[config.mk]
export PLATFORM = sky130hd
export DESIGN_NAME = ball_ctrl
export DESIGN_NICKNAME = d
export VERILOG_FILES = /design/src/rtl/ball_ctrl.sv
export SDC_FILE = /design/constraint.sdc
export NUM_CORES = 1
export LEC_CHECK = 0
export BUFFER_PORTS_ARGS = -buffer_cell sky130_fd_sc_hd__buf_2
export CORE_ASPECT_RATIO = 1.75
export CORE_MARGIN = 2
export CORE_UTILIZATION = 55
export CTS_BUF_LIST = sky130_fd_sc_hd__clkbuf_8 sky130_fd_sc_hd__clkbuf_16
export DETAILED_ROUTE_END_ITERATION = 10
export PLACE_DENSITY = 0.75
export SLEW_MARGIN = 0
export SYNTH_ARGS = -nofsm -noshare
export SYNTH_HDL_FRONTEND = slang
export SYNTH_SLANG_ARGS = --single-unit
export TNS_END_PERCENT = 30
[constraint.sdc]
create_clock -name clk -period 5.5 [get_ports clk]
set_input_delay 0.275 -clock clk [delete_from_list [all_inputs] [get_ports clk]]
set_output_delay 0.275 -clock clk [all_outputs]
set_load 0.01 [all_outputs]
[src/rtl/ball_ctrl.sv]
`default_nettype none
// ============================================================================
// Module      : ball_ctrl
// Description : Pong ball engine. Advances the ball once per frame, bounces it
//               off walls and paddles, detects misses and keeps both scores.
// Revision    : 1.0 - initial release
// ============================================================================
module ball_ctrl #(
    parameter int H_RES       = 640,
    parameter int V_RES       = 480,
    parameter int BALL_SIZE   = 8,
    parameter int STEP_X      = 2,
    parameter int STEP_Y      = 2,
    parameter int PADDLE_H    = 96,
    parameter int PADDLE_W    = 15,
    parameter int P1_X        = 30,
    parameter int P2_X        = 595,
    parameter int HOLD_FRAMES = 60,
    parameter int MAX_SCORE   = 9
) (
    input  logic       clk,
    input  logic       reset,
    input  logic       frame_tick,
    input  logic       serve,
    input  logic [9:0] p1_y,
    input  logic [9:0] p2_y,
    output logic [9:0] ball_x,
    output logic [9:0] ball_y,
    output logic [3:0] score_p1,
    output logic [3:0] score_p2,
    output logic       point_p1,
    output logic       point_p2,
    output logic       game_over
);

    localparam logic [1:0] c_st_idle   = 2'd0;
    localparam logic [1:0] c_st_move   = 2'd1;
    localparam logic [1:0] c_st_scored = 2'd2;
    localparam logic [1:0] c_st_over   = 2'd3;

    localparam logic [10:0] c_max_x     = 11'(H_RES - BALL_SIZE);
    localparam logic [10:0] c_max_y     = 11'(V_RES - BALL_SIZE);
    localparam logic [10:0] c_centre_x  = 11'((H_RES - BALL_SIZE) / 2);
    localparam logic [10:0] c_centre_y  = 11'((V_RES - BALL_SIZE) / 2);
    localparam logic [10:0] c_step_x    = 11'(STEP_X);
    localparam logic [10:0] c_step_y    = 11'(STEP_Y);
    localparam logic [10:0] c_size      = 11'(BALL_SIZE);
    localparam logic [10:0] c_h_res     = 11'(H_RES);
    localparam logic [10:0] c_v_res     = 11'(V_RES);
    localparam logic [10:0] c_paddle_h  = 11'(PADDLE_H);
    localparam logic [10:0] c_p1_edge   = 11'(P1_X + PADDLE_W);
    localparam logic [10:0] c_p2_x      = 11'(P2_X);
    localparam logic [3:0]  c_max_score = 4'(MAX_SCORE);
    localparam int          c_hold_w    = $clog2(HOLD_FRAMES + 1);
    localparam logic [c_hold_w-1:0] c_hold_last = c_hold_w'(HOLD_FRAMES - 1);

    logic [1:0]          r_state;
    logic [9:0]          r_ball_x;
    logic [9:0]          r_ball_y;
    logic                r_dir_x;   // 1 = right
    logic                r_dir_y;   // 1 = down
    logic [3:0]          r_score_p1;
    logic [3:0]          r_score_p2;
    logic                r_point_p1;
    logic                r_point_p2;
    logic                r_game_over;
    logic [c_hold_w-1:0] r_hold_cnt;

    logic [10:0] w_x, w_y, w_p1, w_p2;
    logic [10:0] w_nx, w_ny;
    logic        w_ndx, w_ndy, w_ov1, w_ov2, w_miss_l, w_miss_r;
    logic [3:0]  w_s1_inc, w_s2_inc;

    function automatic logic [9:0] clamp(input logic [10:0] v, input logic [10:0] hi);
        return (v > hi) ? hi[9:0] : v[9:0];
    endfunction

    assign w_x  = {1'b0, r_ball_x};
    assign w_y  = {1'b0, r_ball_y};
    assign w_p1 = {1'b0, p1_y};
    assign w_p2 = {1'b0, p2_y};

    assign w_ov1 = (w_y + c_size > w_p1) && (w_y < w_p1 + c_paddle_h);
    assign w_ov2 = (w_y + c_size > w_p2) && (w_y < w_p2 + c_paddle_h);

    assign w_s1_inc = (r_score_p1 >= c_max_score) ? c_max_score : r_score_p1 + 4'd1;
    assign w_s2_inc = (r_score_p2 >= c_max_score) ? c_max_score : r_score_p2 + 4'd1;

    always_comb begin
        w_ny     = w_y;
        w_ndy    = r_dir_y;
        w_nx     = w_x;
        w_ndx    = r_dir_x;
        w_miss_l = 1'b0;
        w_miss_r = 1'b0;

        if (!r_dir_y) begin
            if (w_y <= c_step_y) begin
                w_ny  = '0;
                w_ndy = 1'b1;
            end else begin
                w_ny = w_y - c_step_y;
            end
        end else if (w_y + c_size + c_step_y >= c_v_res) begin
            w_ny  = c_max_y;
            w_ndy = 1'b0;
        end else begin
            w_ny = w_y + c_step_y;
        end

        // Paddle face crossing is checked before the miss edge so a hit always wins.
        if (!r_dir_x) begin
            if (w_x > c_p1_edge && w_x - c_step_x <= c_p1_edge && w_ov1) begin
                w_nx  = c_p1_edge + 11'd1;
                w_ndx = 1'b1;
            end else if (w_x <= c_step_x) begin
                w_miss_l = 1'b1;
            end else begin
                w_nx = w_x - c_step_x;
            end
        end else begin
            if (w_x + c_size <= c_p2_x && w_x + c_size + c_step_x > c_p2_x && w_ov2) begin
                w_nx  = c_p2_x - c_size;
                w_ndx = 1'b0;
            end else if (w_x + c_size + c_step_x >= c_h_res) begin
                w_miss_r = 1'b1;
            end else begin
                w_nx = w_x + c_step_x;
            end
        end
    end

    always_ff @(posedge clk) begin
        if (reset) begin
            r_state     <= c_st_idle;
            r_ball_x    <= c_centre_x[9:0];
            r_ball_y    <= c_centre_y[9:0];
            r_dir_x     <= 1'b1;
            r_dir_y     <= 1'b1;
            r_score_p1  <= '0;
            r_score_p2  <= '0;
            r_point_p1  <= 1'b0;
            r_point_p2  <= 1'b0;
            r_game_over <= 1'b0;
            r_hold_cnt  <= '0;
        end else begin
            r_point_p1 <= 1'b0;
            r_point_p2 <= 1'b0;
            case (r_state)
                c_st_idle: begin
                    if (serve) r_state <= c_st_move;
                end
                c_st_move: begin
                    if (frame_tick) begin
                        if (w_miss_l || w_miss_r) begin
                            // Recentre and serve toward the side that conceded.
                            r_ball_x   <= c_centre_x[9:0];
                            r_ball_y   <= c_centre_y[9:0];
                            r_dir_x    <= w_miss_r;
                            r_hold_cnt <= '0;
                            if (w_miss_r) begin
                                r_point_p1 <= 1'b1;
                                r_score_p1 <= w_s1_inc;
                            end else begin
                                r_point_p2 <= 1'b1;
                                r_score_p2 <= w_s2_inc;
                            end
                            if ((w_miss_r ? w_s1_inc : w_s2_inc) == c_max_score) begin
                                r_state     <= c_st_over;
                                r_game_over <= 1'b1;
                            end else begin
                                r_state <= c_st_scored;
                            end
                        end else begin
                            r_ball_x <= clamp(w_nx, c_max_x);
                            r_ball_y <= clamp(w_ny, c_max_y);
                            r_dir_x  <= w_ndx;
                            r_dir_y  <= w_ndy;
                        end
                    end
                end
                c_st_scored: begin
                    if (frame_tick) begin
                        if (r_hold_cnt == c_hold_last) begin
                            r_hold_cnt <= '0;
                            r_state    <= c_st_idle;
                        end else begin
                            r_hold_cnt <= r_hold_cnt + 1'b1;
                        end
                    end
                end
                c_st_over: begin
                    if (serve) begin
                        r_state     <= c_st_idle;
                        r_game_over <= 1'b0;
                        r_score_p1  <= '0;
                        r_score_p2  <= '0;
                        r_ball_x    <= c_centre_x[9:0];
                        r_ball_y    <= c_centre_y[9:0];
                    end
                end
                default: r_state <= c_st_idle;
            endcase
        end
    end

    assign ball_x    = r_ball_x;
    assign ball_y    = r_ball_y;
    assign score_p1  = r_score_p1;
    assign score_p2  = r_score_p2;
    assign point_p1  = r_point_p1;
    assign point_p2  = r_point_p2;
    assign game_over = r_game_over;

endmodule
`default_nettype wire

### After elaboration in Yosys (flattened, before gate mapping)

Index checks and enable logic that the tools add are counted.

| storage, ports and cells | value |
|---|---|
| latch bits | 0 |
| memory bits (writable) | 0 |
| memory bits (read-only) | 0 |
| memories kept | 0 |
| bits in registers | 41 |
| logic and storage cells | 139 |

| operators by class | value |
|---|---|
| $lt $le $gt $ge | 16 |
| equality and inequality tests | 14 |
| bitwise logic cells | 3 |
| multiplexer cells | 63 |
| shift operators | 0 |
| multiply operators | 0 |
| reductions and logical operators | 19 |
| div/mod/pow operators | 0 |
| add/sub/neg operators | 13 |

Operator list:

| operator | number |
|---|---|
| two-way mux 11 bit | 8 |
| two-way mux 10 bit | 8 |
| two-way mux 4 bit | 10 |
| case mux 10 bit (2 select lines) | 2 |
| two-way mux 6 bit | 4 |
| adder 10 x 2 -> 11 bit (second input constant) | 2 |
| adder 10 x 4 -> 11 bit (second input constant) | 2 |
| adder 10 x 7 -> 11 bit (second input constant) | 2 |
| adder 11 x 2 -> 11 bit (second input constant) | 2 |
| > comparator 11 x 10 -> 1 bit | 2 |
| > comparator 11 x 10 -> 1 bit (second input constant) | 2 |
| less-than comparator 10 x 11 -> 1 bit | 2 |
| subtractor 10 x 2 -> 11 bit (second input constant) | 2 |
| <= comparator 10 x 2 -> 1 bit (second input constant) | 2 |
| two-way mux 1 bit | 20 |
| inequality test 2 bit (second input constant) | 9 |
| case mux 4 bit (2 select lines) | 2 |
| AND reduction 5 bit | 3 |
| two-way mux 2 bit | 6 |
| case mux 6 bit (2 select lines) | 1 |
| greater-or-equal comparator 11 x 10 -> 1 bit (second input constant) | 1 |
| greater-or-equal comparator 11 x 9 -> 1 bit (second input constant) | 1 |
| > comparator 11 x 9 -> 1 bit (second input constant) | 1 |
| <= comparator 11 x 10 -> 1 bit (second input constant) | 1 |
| other kinds (21) | 33 |

### Longest topological paths before layout

Gate-level depths: netlist of the first run.

| logic depth | value |
|---|---|
| depth in word-level cells | 13 |
| gate-level depth with buffers | 16 |

### Worst setup path after synthesis of the first run

OpenSTA, ideal clock, no wires.

| timing | value |
|---|---|
| path kind | register to register |
| start point | register r_ball_x[3] (netlist: ball_x[3]) |
| end point | register r_ball_x[0] (netlist: ball_x[0]) |
| data arrival time | 3.538 ns |
| data required time | 5.383 ns |
| library setup time | 0.117 ns |
| stages on the path, launching flop included | 14 |
| buffers on the path | 1 |
| setup slack | 1.845 ns |
| period minus slack after synthesis | 3.655 ns |
| path through | dfxtp_1 > clkbuf_1 > inv_1 > ha_1 > and4b_1 > o21ai_0 > o31ai_1 > a311o_1 > a2111oi_0 > xnor2_1 > a41oi_1 > a31o_1 > or3_1 > a32o_1 |

| between the ends | value |
|---|---|
| word-level cells in the longest chain between the ends | 12 |

Ends and longest elaborated chain:

| item | RTL line | source |
|---|---|---|
| start, declared | 58 | `logic [9:0] r_ball_x;` |
| start signal, assigned | 136 | `r_ball_x <= c_centre_x[9:0];` |
| start signal, assigned | 157 | `r_ball_x <= c_centre_x[9:0];` |
| start signal, assigned | 175 | `r_ball_x <= clamp(w_nx, c_max_x);` |
| adder 10 x 4 -> 11 bit | 122, 125 |  |
| adder 11 x 2 -> 11 bit | 122, 125 |  |
| > comparator 11 x 10 -> 1 bit | 122 | `if (w_x + c_size <= c_p2_x && w_x + c_size + c_step_x > c_p2_x && w_ov2) begin` |
| logical AND 1 bit (2 in series) | 122 |  |
| two-way mux 11 bit | 122 |  |
| two-way mux 11 bit | 112 | `if (!r_dir_x) begin` |
| > comparator 11 x 10 -> 1 bit | 75 | `return (v > hi) ? hi[9:0] : v[9:0];` |
| two-way mux 10 bit | 75 |  |
| two-way mux 10 bit (*) | 155 | `if (w_miss_l \|\| w_miss_r) begin` |
| two-way mux 10 bit (*) | 154 | `if (frame_tick) begin` |
| case mux 10 bit (2 select lines) (*) | 149 | `case (r_state)` |

Every way passes the cells marked *; elsewhere a longest branch is shown, timed or not. The select of a mux whose other input is x is not followed.
A chain may end at the register's enable or synchronous reset.

### Worst setup path in the final report of the first run

| timing | value |
|---|---|
| start point | register r_ball_y[3] (netlist: ball_y[3]) |
| end point | register r_ball_y[0] (netlist: ball_y[0]) |

| between the ends | value |
|---|---|
| word-level cells in the longest chain between the ends | 10 |

Ends and longest elaborated chain:

| item | RTL line | source |
|---|---|---|
| start, declared | 59 | `logic [9:0] r_ball_y;` |
| start signal, assigned | 137 | `r_ball_y <= c_centre_y[9:0];` |
| start signal, assigned | 158 | `r_ball_y <= c_centre_y[9:0];` |
| start signal, assigned | 176 | `r_ball_y <= clamp(w_ny, c_max_y);` |
| adder 10 x 4 -> 11 bit | 83, 84, 104 |  |
| adder 11 x 2 -> 11 bit (tied with other cells) | 104 | `end else if (w_y + c_size + c_step_y >= c_v_res) begin` |
| greater-or-equal comparator 11 x 9 -> 1 bit (tied with other cells) | 104 |  |
| two-way mux 11 bit (tied with other cells) | 104 |  |
| two-way mux 11 bit (tied with other cells) | 97 | `if (!r_dir_y) begin` |
| > comparator 11 x 9 -> 1 bit or two-way mux 1 bit (tied branches) | 75, 112 |  |
| two-way mux 10 bit or logical OR 1 bit (tied branches) | 75, 155 |  |
| two-way mux 10 bit (*) | 155 |  |
| two-way mux 10 bit (*) | 154 |  |
| case mux 10 bit (2 select lines) (*) | 149 |  |

Marks and branches as above.

==> results of run 1 <==
final cells by class:
class | count | area [um^2] | area share
clock buffers | 5 | 125.1 | 0.02175
clock inverters | 3 | 68.82 | 0.01196
well taps | 122 | 152.6 | 0.02653
multi-input cells | 600 | 4075 | 0.7084
flip-flops and latches | 41 | 820.8 | 0.1427
inverters | 50 | 187.7 | 0.03262
repair buffers | 61 | 322.8 | 0.05611
stage by stage:
stage / hold WS [ns] / area, um^2
after floorplan: 0.4789 / 5273
after global placement: 0.4453 / 5559
after detailed placement: 0.4468 / 5559
after CTS: 0.3486 / 5753
after global routing: 0.3795 / 5753
final: 0.3443 / 5753
worst max path at each step:
stage | start | endpoint | slack (ns)
finish | ball_y[3] | ball_y[0] | 1.02
global route | ball_y[3] | ball_y[0] | 0.71
CTS | ball_y[3] | ball_y[0] | 1.12
detailed placement | ball_y[3] | ball_y[0] | 1.14
global placement | ball_y[3] | ball_y[0] | 1.33
floorplan | ball_x[3] | ball_x[0] | 1.84
cells in the final DEF (no fill, tap or decap), types with 10 or more instances in the layout:
cell                       netlist  final
sky130_fd_sc_hd__a21o_1         10     10
sky130_fd_sc_hd__xor2_1         18     18
sky130_fd_sc_hd__nand3_1        29     29
sky130_fd_sc_hd__a31oi_1        15     15
sky130_fd_sc_hd__buf_2          16     54
sky130_fd_sc_hd__or3_1          13     13
sky130_fd_sc_hd__nand2_1        71     71
sky130_fd_sc_hd__inv_1          49     49
sky130_fd_sc_hd__o31ai_1        11     11
sky130_fd_sc_hd__o21ai_0        39     39
sky130_fd_sc_hd__nor3_1         15     15
sky130_fd_sc_hd__and3_1         18     18
sky130_fd_sc_hd__nand4_1        13     13
sky130_fd_sc_hd__xnor2_1        26     26
sky130_fd_sc_hd__nor2_1         52     52
sky130_fd_sc_hd__a21oi_1        57     57
sky130_fd_sc_hd__ha_1           58     58
sky130_fd_sc_hd__dfxtp_1        41     41
sky130_fd_sc_hd__a211oi_1       10     10
critical path, cell delays in order, from the launching register on:
cell	delay (ns)
sky130_fd_sc_hd__dfxtp_1	0.67
sky130_fd_sc_hd__ha_1	0.37
sky130_fd_sc_hd__nand3_1	0.12
sky130_fd_sc_hd__xor2_1	0.23
sky130_fd_sc_hd__inv_1	0.11
sky130_fd_sc_hd__ha_1	0.31
sky130_fd_sc_hd__nand4_1	0.14
sky130_fd_sc_hd__a211oi_1	0.26
sky130_fd_sc_hd__nor2_1	0.07
sky130_fd_sc_hd__o21bai_1	0.20
sky130_fd_sc_hd__o211ai_1	0.29
sky130_fd_sc_hd__a31oi_1	0.48
sky130_fd_sc_hd__and2b_1	0.26
sky130_fd_sc_hd__nand2_1	0.29
sky130_fd_sc_hd__or3_1	0.48
sky130_fd_sc_hd__a21oi_1	0.15
power by group:
group / switching [W] / internal, W / total, W
Sequential: 0.0000301 / 0.000305 / 0.000335
Combinational: 0.000188 / 0.000128 / 0.000317
Clock: 0.000121 / 0.000262 / 0.000383
registers in the layout, summed over array words and instances (netlist names), 2 cells and up:
signal / count
r_hold_cnt: 6
score_p2: 4
ball_y: 10
ball_x: 10
r_state: 2
score_p1: 4
routing by layer:
layer	global-route usage	vias up
met2	0.5742	230
met1	0.3307	2671
li1	-	2746
met3	0.02371	80
met5	0	-
met4	0.2212	0
cell families (layout without fill, tap and decap cells):
family / Yosys count / count (layout) / synth area share
muxes: 3 / 3 / 0.006170
DFF: 41 / 41 / 0.1557
adders and majority gates: 58 / 58 / 0.1376
AOI/OAI and AO/OA: 232 / 232 / 0.3009
buffers and inverters: 92 / 119 / 0.07143
xor gates and xnor gates: 45 / 45 / 0.07618
and+or+nand+nor: 262 / 262 / 0.2520
==> run_results.csv, run 1 <==
group,metric,value,unit
outcome,outcome,"finished clean",
worst_setup_path,cp-end-kind,"flip-flop",
synth,count_of_flip_flops_with_a_built_in_enable_after_synthesis,0,
route,route.met2.wl,8511,um
worst_setup_path,r2r-end,"ball_y[0]",
route,wirelength,16540,um
cells_and_area,filler_cell_count,889,
die,floorplan.die.width,78.02,um
synth,avg_inst_size_synth,7.193,um^2
place,placed_cells,874,
place,hpwlAfterDp,12890,um
clock_network,cell_chosen_for_the_clock_root,"sky130_fd_sc_hd__clkbuf_16",
clock_network,tritoncts,"yes",
route,routed_via_density,6.493,
timing,post-route-period-util,0.8137,
timing,slew_viol_final,0,
die,placeableCoreArea,0.009409,mm^2
clock_network,clock_tree.htree_level_count,2,
worst_setup_path,crit_arrival,4.69,ns
synth,mappedNetlistArea,0.005273,mm^2
die,die_area,0.01042,mm^2
clock_network,clock-sinks,41,
worst_setup_path,worst-setup-path-type,"flip-flop to flip-flop",
die,ioPinCount,55,
clock_network,clockBufferDepth,2,
cells_and_area,layout-drive-gt1-share,0.1118,
clock_network,cts_hold_buffers,0,
timing,skew,0.005291,ns
synth,synthesis.nets,815,
route,dr_wl_met3,719,um
cells_and_area,fin_nets,841,
timing,timing.final.hold_violations,0,
global_route,largest_net_degree_at_the_start_of_global_routing,26,
route,detail_route.first_pass.iterations,4,
synth,synth.top_cell.area_share,0.1557,
route,route.antenna.remaining_nets,0,
synth,asyncSetResetFlopFracSynth,0,
job,max-cap-violations,0,
place,gp_congestion,1.035,
route,m1WireLength,6089,um
die,floorplan.initialDensity,0.5604,
hold_path,hold_path.startpoint,"serve",
clock_network,setup_buffers_after_cts,0,
cells_and_area,area.growth.synth_to_final,9.113,%
route,drt_iter0_drc,253,
hold_path,min_path_type,"input pin to flip-flop",
synth,synthFlopType,"sky130_fd_sc_hd__dfxtp_1",
clock_network,cts-buffers-inserted,5,
global_route,number_of_antenna_violations_at_the_first_check_in_global_routing,0,
synth,synthCells,733,
timing,clock.fmax,0.2234,GHz
timing,final_setup_fails,0,
die,placementRows,47,
route,route.detailed.drc,0,
global_route,grt_pass1_wl,26590,um
synth,postSynthRegisterBits,41,
synth,synth-warning-count,0,
cells_and_area,final_cells,882,
cells_and_area,antenna_cells,0,
timing,fin_ws,1.025,ns
worst_setup_path,worst_r2r_path_depth,15,
pwr,power.total,0.001035,W
place,port_buffers,54,
synth,part_of_the_yosys_area_used_for_sequential_elements,0.1557,
clock_network,clock_latency_reported_for_the_late_side_of_the_worst_skew_pair,0.28,ns
route,routed_wire_length_per_instance,18.75,um
synth,post-synth-top-count-cell,"sky130_fd_sc_hd__nand2_1",
place,post-place-ws,1.142,ns
worst_setup_path,worst-endpoint-required,5.72,ns
worst_setup_path,register_to_register_path_setup_slack,1.02,ns
timing,tns,0,ns
pwr,ir_drop,0.0001422,V
clock_network,clk_pin_slew_worst_paths,0.06,ns
global_route,overflow,0,
hold_path,whs_path_depth,3,
pwr,leakage,2.497,nW
clock_network,number_of_gates_given_a_new_drive_strength_after_cts,0,
route,routed-via-count,5727,
pwr,powerDensity,179.8,mW/mm^2
synth,yosys-top-cells-count,"71 x sky130_fd_sc_hd__nand2_1, 58 x sky130_fd_sc_hd__ha_1, 57 x sky130_fd_sc_hd__a21oi_1",
timing,rsz0062_at_grt,"false",
synth,yosys.area.top_type,"sky130_fd_sc_hd__dfxtp_1",
die,die_height,133.5,um
worst_setup_path,critical_path_peak_fanout,14,
timing,worst-slew-pin-transition,0.9182,ns
global_route,grt_usage,0.3136,
global_route,first_global_vias,5611,
route,top_layer_used,"met4",
worst_setup_path,critical_path.reg2reg.startpoint,"ball_y[3]",
synth,yosys.cell_types.count,82,
synth,largest_cells_by_area_after_synthesis,"sky130_fd_sc_hd__dfxtp_1 16%, sky130_fd_sc_hd__ha_1 14%, sky130_fd_sc_hd__a21oi_1 5.4%, sky130_fd_sc_hd__nand2_1 5.1%, sky130_fd_sc_hd__xnor2_1 4.3%",
cells_and_area,layout.core_utilization,0.6114,
timing,layout_min_cycle_time,4.475,ns
hold_path,holdPathEnd,"score_p2[3]",
worst_setup_path,start_kind,"flip-flop",
timing,relSlewSlack,0.3870,
No activity file was read; power rests on OpenSTA's default activity.
==> inputs of run 2 (changes only) <==
ABC_AREA = 1   (was default)
PLACE_DENSITY = 0.78   (was 0.75)
clock period = 3.8 ns   (was 5.5 ns; I/O delays follow)
==> run 2 against run 1 <==
Clock power rose by 24%. Synthesized cell count up 11%. Total power grew 74%. Largest power group is now combinational logic. Routed wire length is 9.2% lower. Final cell count grew 12%. Register-to-register slack worse by 0.63 ns. Combinational power increased to 2.5 times the previous value.
==> run_results.csv, run 2 <==
group,metric,value,unit
worst_setup_path,critical_path_peak_fanout,9,
job,max-cap-violations,0,
die,floorplan.initialDensity,0.5674,
cells_and_area,mostFrequentLayoutCells,"218 x sky130_fd_sc_hd__nand2_1, 109 x sky130_fd_sc_hd__inv_1, 67 x sky130_fd_sc_hd__nor2_1, 60 x sky130_fd_sc_hd__nand3_1, 58 x sky130_fd_sc_hd__ha_1",
cells_and_area,antenna_cells,0,
timing,tns,0,ns
clock_network,tritoncts,"yes",
worst_setup_path,worst_r2r_path_depth,23,
worst_setup_path,worst-setup-path-type,"flip-flop to flip-flop",
synth,avg_inst_size_synth,6.331,um^2
clock_network,clockBufferDepth,2,
global_route,largest_net_degree_at_the_start_of_global_routing,23,
global_route,first_global_vias,5533,
die,placeableCoreArea,0.009094,mm^2
route,routed-via-count,5603,
worst_setup_path,start_kind,"flip-flop",
route,detail_route.first_pass.iterations,6,
hold_path,hold_path.startpoint,"frame_tick",
route,routed_via_density,5.654,
cells_and_area,layout-drive-gt1-share,0.1630,
synth,yosys-top-cells-count,"218 x sky130_fd_sc_hd__nand2_1, 109 x sky130_fd_sc_hd__inv_1, 67 x sky130_fd_sc_hd__nor2_1",
worst_setup_path,cp_slowest_stage_delay,0.34,ns
clock_network,cell_chosen_for_the_clock_root,"sky130_fd_sc_hd__clkbuf_16",
outcome,outcome,"finished clean",
timing,layout_min_cycle_time,3.408,ns
die,placementRows,46,
global_route,met1_usage,0.2829,
pwr,powerDensity,312.5,mW/mm^2
clock_network,setup_buffers_after_cts,0,
synth,yosys.cell_types.count,48,
place,hpwlAfterDp,12060,um
timing,relSlewSlack,0.6249,
timing,worst-slew-pin-transition,0.5621,ns
timing,skew,0.002845,ns
clock_network,clock_tree.htree_level_count,2,
cells_and_area,area_taken_by_multi_input_logic_gates,0.003785,mm^2
global_route,globalRoute.busiestLayer,"met2",
global_route,met2_usage,0.5633,
synth,mappedNetlistArea,0.005160,mm^2
worst_setup_path,worst-endpoint-required,3.98,ns
worst_setup_path,critical_path.reg2reg.startpoint,"ball_y[4]",
worst_setup_path,crit_top_cell,"sky130_fd_sc_hd__nand2_1",
synth,synth.top_cell.area_share,0.1591,
cells_and_area,post_route_cell_area,0.005747,mm^2
die,die_area,0.01020,mm^2
timing,rsz0062_at_grt,"false",
timing,clock.fmax,0.2934,GHz
global_route,grt_usage,0.2951,
hold_path,whs_path_depth,3,
cells_and_area,fin_nets,953,
timing,post-route-period-util,0.8968,
place,port_buffers,54,
synth,asyncSetResetFlopFracSynth,0,
synth,post-synth-top-count-cell,"sky130_fd_sc_hd__nand2_1",
synth,part_of_the_yosys_area_used_for_sequential_elements,0.1591,
synth,largest_cells_by_area_after_synthesis,"sky130_fd_sc_hd__dfxtp_1 16%, sky130_fd_sc_hd__nand2_1 16%, sky130_fd_sc_hd__ha_1 14%, sky130_fd_sc_hd__inv_1 7.9%, sky130_fd_sc_hd__nand3_1 5.8%",
clock_network,number_of_gates_given_a_new_drive_strength_after_cts,0,
clock_network,cts_hold_buffers,0,
worst_setup_path,register_to_register_path_setup_slack,0.39,ns
cells_and_area,layout_commonest_cell,"sky130_fd_sc_hd__nand2_1",
route,wirelength,15010,um
synth,yosys.area.top_type,"sky130_fd_sc_hd__dfxtp_1",
worst_setup_path,setup.worst_path.start,"ball_y[4]",
timing,timing.final.hold_violations,0,
place,gp_congestion,1.020,
die,die_height,132.1,um
pwr,leakage,2.977,nW
worst_setup_path,cell_by_cell_listing_of_the_critical_path,"ha_1 -> nand2_1 -> nor3_2 -> xor2_2 -> inv_1 -> ha_1 -> inv_1 -> o211ai_2 -> nor2_1 -> nand2_1 -> nand2_1 -> nor2_1 -> nand3_4 -> nand2_1 -> o21bai_1 -> nor2_1 -> nand3_1 -> nand2_1 -> nand2_4 -> nand2_1 -> nand2_1 -> nand2_1 -> nand2_1",
synth,count_of_flip_flops_with_a_built_in_enable_after_synthesis,0,
global_route,overflow,0,
clock_network,clk_pin_slew_worst_paths,0.06,ns
cells_and_area,area.growth.synth_to_final,11.37,%
synth,synth-warning-count,0,
timing,slew_viol_final,0,
synth,synthesis.nets,897,
worst_setup_path,cp-end-kind,"flip-flop",
route,route.antenna.remaining_nets,0,
global_route,grtUsageMet3,0.02466,
cells_and_area,filler_cell_count,894,
synth,postSynthRegisterBits,41,
route,route.detailed.drc,0,
clock_network,clock-sinks,41,
clock_network,clock_latency_reported_for_the_late_side_of_the_worst_skew_pair,0.29,ns
synth,synthCells,815,
cells_and_area,area.sequential,822.0,um^2
worst_setup_path,worst_path_max_delay_cell,"sky130_fd_sc_hd__dfxtp_1",
global_route,number_of_antenna_violations_at_the_first_check_in_global_routing,0,
place,placement.cell_area,0.005578,mm^2
cells_and_area,final_cells,991,
place,placed_cells,984,
hold_path,min_path_type,"input pin to flip-flop",
pwr,ir_drop,0.0001771,V
route,drt_iter0_drc,302,
route,routed_wire_length_per_instance,15.15,um
timing,final_setup_fails,0,
global_route,grt_pass1_wl,24740,um
clock_network,cts-buffers-inserted,5,
die,floorplan.die.width,77.22,um
synth,synthFlopType,"sky130_fd_sc_hd__dfxtp_1",
die,ioPinCount,55,
worst_setup_path,crit_arrival,3.59,ns
==> run 2: cell types whose count changed after synthesis, moves of 14 or more <==
cell,change
sky130_fd_sc_hd__nand2_1,+147
sky130_fd_sc_hd__xor2_1,+14
sky130_fd_sc_hd__nand3_1,+31
sky130_fd_sc_hd__nor2_1,+15
sky130_fd_sc_hd__clkbuf_1,-14
sky130_fd_sc_hd__a21oi_1,-16
sky130_fd_sc_hd__and3_1,-18
sky130_fd_sc_hd__inv_1,+60
sky130_fd_sc_hd__xnor2_1,-24
==> run 2: where the power goes <==
group,total [W],switching [W],leakage [nW],internal (W)
Clock,0.000476,0.000171,0.0797,0.000305
Sequential,0.000515,0.0000553,0.333,0.000460
Combinational,0.000805,0.000514,2.56,0.000291
==> run 2: path summary, 6_finish.rpt <==
kind	to
setup / recovery	ball_x[2]
hold / removal	r_hold_cnt[1]
setup reg to reg	ball_x[2]
hold reg to reg	r_hold_cnt[0]
==> run 2: worst max-delay path: cells and delay by family (launching register included) <==
kind	cells	cell delay, ns
AO/OA/AOI/OAI	2	0.27
XOR/XNOR	1	0.25
adder cells (fa/ha/maj)	2	0.54
buffers and inverters	2	0.17
flip-flops	1	0.34
AND/OR/NAND/NOR	16	1.72
==> run 2: logic make-up after synthesis <==
kind of cell / Yosys count / share of synthesized area
adders and majority gates: 58 / 0.1406
xor gates and xnor gates: 34 / 0.05771
and+or+nand+nor: 430 / 0.4035
DFF: 41 / 0.1591
buffers and inverters: 139 / 0.1089
AOI/OAI and AO/OA: 113 / 0.1302
==> run 2: routing by layer <==
| metal | vias up | wire length, um |
|---|---|---|
| li1 | 2759 | - |
| met1 | 2523 | 5359 |
| met2 | 231 | 7939 |
| met3 | 90 | 555 |
| met4 | 0 | 1160 |
| met5 | - | 0 |
==> run 2: area by class of cell <==
cell class                 instances  share of cell area
timing repair buffer              67             0.06401
clock buffer                       5             0.02177
clock inverter                     2            0.006096
sequential                        41              0.1430
tap                              120             0.02613
multi-input combinational        635              0.6586
inverter                         121             0.08034
==> run 2: stage by stage <==
stage          setup WS [ns]  hold slack [ns]    util  power (W)
2_1_floorplan         0.5859           0.2685       -   0.001098
3_3_place_gp          0.4685           0.4729  0.6134   0.001290
3_5_place_dp          0.3768           0.4916  0.6134   0.001310
4_1_cts               0.3478           0.2045  0.6310   0.001783
5_1_grt              0.06782           0.2295  0.6319   0.001916
6_report              0.3922           0.2034  0.6319   0.001796
==> inputs of run 3 (changes only) <==
ABC_AREA = default   (was 1)
CTS_CLUSTER_SIZE = 24   (was default)
==> run 3 against run 2 <==
Clock skew about the same. Cell area increased by 6.6%. Via count is 8.2% higher. First-iteration DRC count increased by 5.6%. Clock-buffer cell count rose by 1. Critical endpoint is now ball_x[0]. Final cell count is 6.6% lower. Sequential share of layout area down 0.80 points. Clock power up 3%. Worst hold slack gained 0.070 ns. Sequential cell count is the same. Maximum frequency decreased by 5.8%. Combinational power shrank 35%.
==> run_results.csv, run 3 (same netlist as run 1, synthesis figures left out) <==
group,metric,value,unit
worst_setup_path,crit_arrival,3.79,ns
die,die_area,0.01042,mm^2
clock_network,clockBufferDepth,2,
timing,skew,0.003308,ns
cells_and_area,layout.core_utilization,0.6509,
clock_network,cell_chosen_for_the_clock_root,"sky130_fd_sc_hd__clkbuf_16",
clock_network,clock_latency_reported_for_the_late_side_of_the_worst_skew_pair,0.28,ns
worst_setup_path,critical_path.reg2reg.startpoint,"ball_y[3]",
die,floorplan.initialDensity,0.5604,
cells_and_area,mostFrequentLayoutCells,"70 x sky130_fd_sc_hd__nand2_1, 56 x sky130_fd_sc_hd__a21oi_1, 56 x sky130_fd_sc_hd__ha_1, 54 x sky130_fd_sc_hd__buf_2",
route,route.detailed.drc,0,
cells_and_area,layout-drive-gt1-share,0.1766,
cells_and_area,area_taken_by_multi_input_logic_gates,0.004131,mm^2
worst_setup_path,cp-end-kind,"flip-flop",
timing,slew_viol_final,0,
hold_path,whs_path_depth,3,
die,die_height,133.5,um
pwr,leakage,2.719,nW
place,hpwlAfterDp,14000,um
cells_and_area,antenna_cells,0,
job,max-cap-violations,0,
global_route,number_of_antenna_violations_at_the_first_check_in_global_routing,0,
worst_setup_path,worst-setup-path-type,"flip-flop to flip-flop",
worst_setup_path,start_kind,"flip-flop",
cells_and_area,fin_nets,885,
cells_and_area,layout_commonest_cell,"sky130_fd_sc_hd__nand2_1",
clock_network,clk_pin_slew_worst_paths,0.06,ns
cells_and_area,area.sequential,827.0,um^2
outcome,outcome,"finished clean",
worst_setup_path,r2r-end,"ball_x[0]",
global_route,first_global_vias,5962,
clock_network,cts_hold_buffers,0,
route,detail_route.first_pass.iterations,5,
route,routed_wire_length_per_instance,19.13,um
global_route,grt_pass1_wl,28610,um
clock_network,clock_tree.htree_level_count,2,
place,port_buffers,54,
timing,timing.hold.ws,0.2734,ns
cells_and_area,area.growth.synth_to_final,16.16,%
clock_network,tritoncts,"yes",
route,route.antenna.remaining_nets,0,
route,drt_iter0_drc,319,
route,wirelength,17720,um
die,placementRows,47,
cells_and_area,filler_cell_count,870,
pwr,ir_drop,0.0002191,V
place,gp_congestion,1.099,
global_route,grt_usage,0.3378,
worst_setup_path,worst-endpoint-required,3.97,ns
route,routed-via-count,6063,
timing,clock.fmax,0.2764,GHz
timing,tns,0,ns
die,ioPinCount,55,
timing,worst-slew-pin-transition,0.7105,ns
timing,timing.final.hold_violations,0,
route,routed_via_density,6.548,
timing,final_setup_fails,0,
timing,rsz0062_at_grt,"false",
global_route,largest_net_degree_at_the_start_of_global_routing,19,
worst_setup_path,worst_r2r_path_depth,15,
clock_network,clock-sinks,41,
hold_path,min_path_type,"input pin to flip-flop",
pwr,powerDensity,241.3,mW/mm^2
worst_setup_path,register_to_register_path_setup_slack,0.18,ns
clock_network,cts-buffers-inserted,5,
global_route,overflow,0,
hold_path,hold_path.startpoint,"serve",
die,placeableCoreArea,0.009409,mm^2
worst_setup_path,critical_path_peak_fanout,6,
die,floorplan.die.width,78.02,um
hold_path,holdPathEnd,"score_p2[3]",
timing,post-route-period-util,0.9522,
timing,relSlewSlack,0.5263,
timing,layout_min_cycle_time,3.618,ns
run 3: per-stage QoR:
step,cell area (um^2),setup slack [ns],total power (W),cells
finish,6125,0.1816,0.001478,926
floorplan,5273,0.1447,0.0008162,733
CTS,6040,0.03497,0.001462,923
global placement,5859,0.09977,0.0009614,914
detailed placement,5859,-0.03251,0.0009742,914
global route,6125,0.001305,0.001556,926
run 3: per-layer routing:
layer  up-vias  routed length [um]  GRT usage
met1      2840                6397     0.3463
met5         -                   0          0
met2       291                9375     0.6504
li1       2846                   -          -
met3        86                 981    0.04065
met4         0                 963     0.1754
run 3: worst max-delay path by stage:
stage / startpoint / end / slack [ns] / cells after the start
finish: ball_y[3] / ball_x[0] / 0.18 / 15
global route: ball_y[3] / ball_x[0] / 0.001 / 16
CTS: ball_y[4] / score_p1[2] / 0.03 / 15
detailed placement: ball_y[4] / ball_x[0] / -0.03 / 15
global placement: ball_y[4] / ball_x[0] / 0.1 / 15
floorplan: ball_x[3] / ball_x[0] / 0.14 / 13
run 3: worst max-delay path, stage by stage, from the launching register on:
cell and delay, ns:
sky130_fd_sc_hd__dfxtp_4 0.37, sky130_fd_sc_hd__buf_4 0.15, sky130_fd_sc_hd__nand3_1 0.10, sky130_fd_sc_hd__or3_1 0.34, sky130_fd_sc_hd__nand2_1 0.11, sky130_fd_sc_hd__ha_1 0.17
sky130_fd_sc_hd__nand4_1 0.15, sky130_fd_sc_hd__o221ai_1 0.23, sky130_fd_sc_hd__nor2_1 0.07, sky130_fd_sc_hd__o21bai_1 0.20, sky130_fd_sc_hd__o211ai_1 0.27, sky130_fd_sc_hd__a22oi_2 0.38
sky130_fd_sc_hd__o21ai_1 0.12, sky130_fd_sc_hd__a31o_1 0.24, sky130_fd_sc_hd__or3_1 0.38, sky130_fd_sc_hd__a32o_1 0.23
run 3: layout make-up:
cell class / count / area share
well taps: 122 / 0.02492
inverters: 50 / 0.03064
clock buffers: 6 / 0.02268
clock inverters: 2 / 0.005516
repair buffers: 105 / 0.1066
multi-input cells: 600 / 0.6746
flip-flops and latches: 41 / 0.1350
run 3: report_power, final:
| group | internal (W) | switching (W) | leakage (nW) |
|---|---|---|---|
| clock | 0.000325 | 0.000163 | 0.0883 |
| combinational | 0.000215 | 0.000308 | 2.30 |
| sequential | 0.000442 | 0.0000250 | 0.332 |
| total | 0.000982 | 0.000496 | 2.72 |
run 3: repair_timing:
| item | CTS | global route |
|---|---|---|
| setup buffers | 1 | 3 |
| pin swaps | 1 | 8 |
| resized for setup | 0 | 19 |
| endpoints found under the setup margin | 2 | 26 |
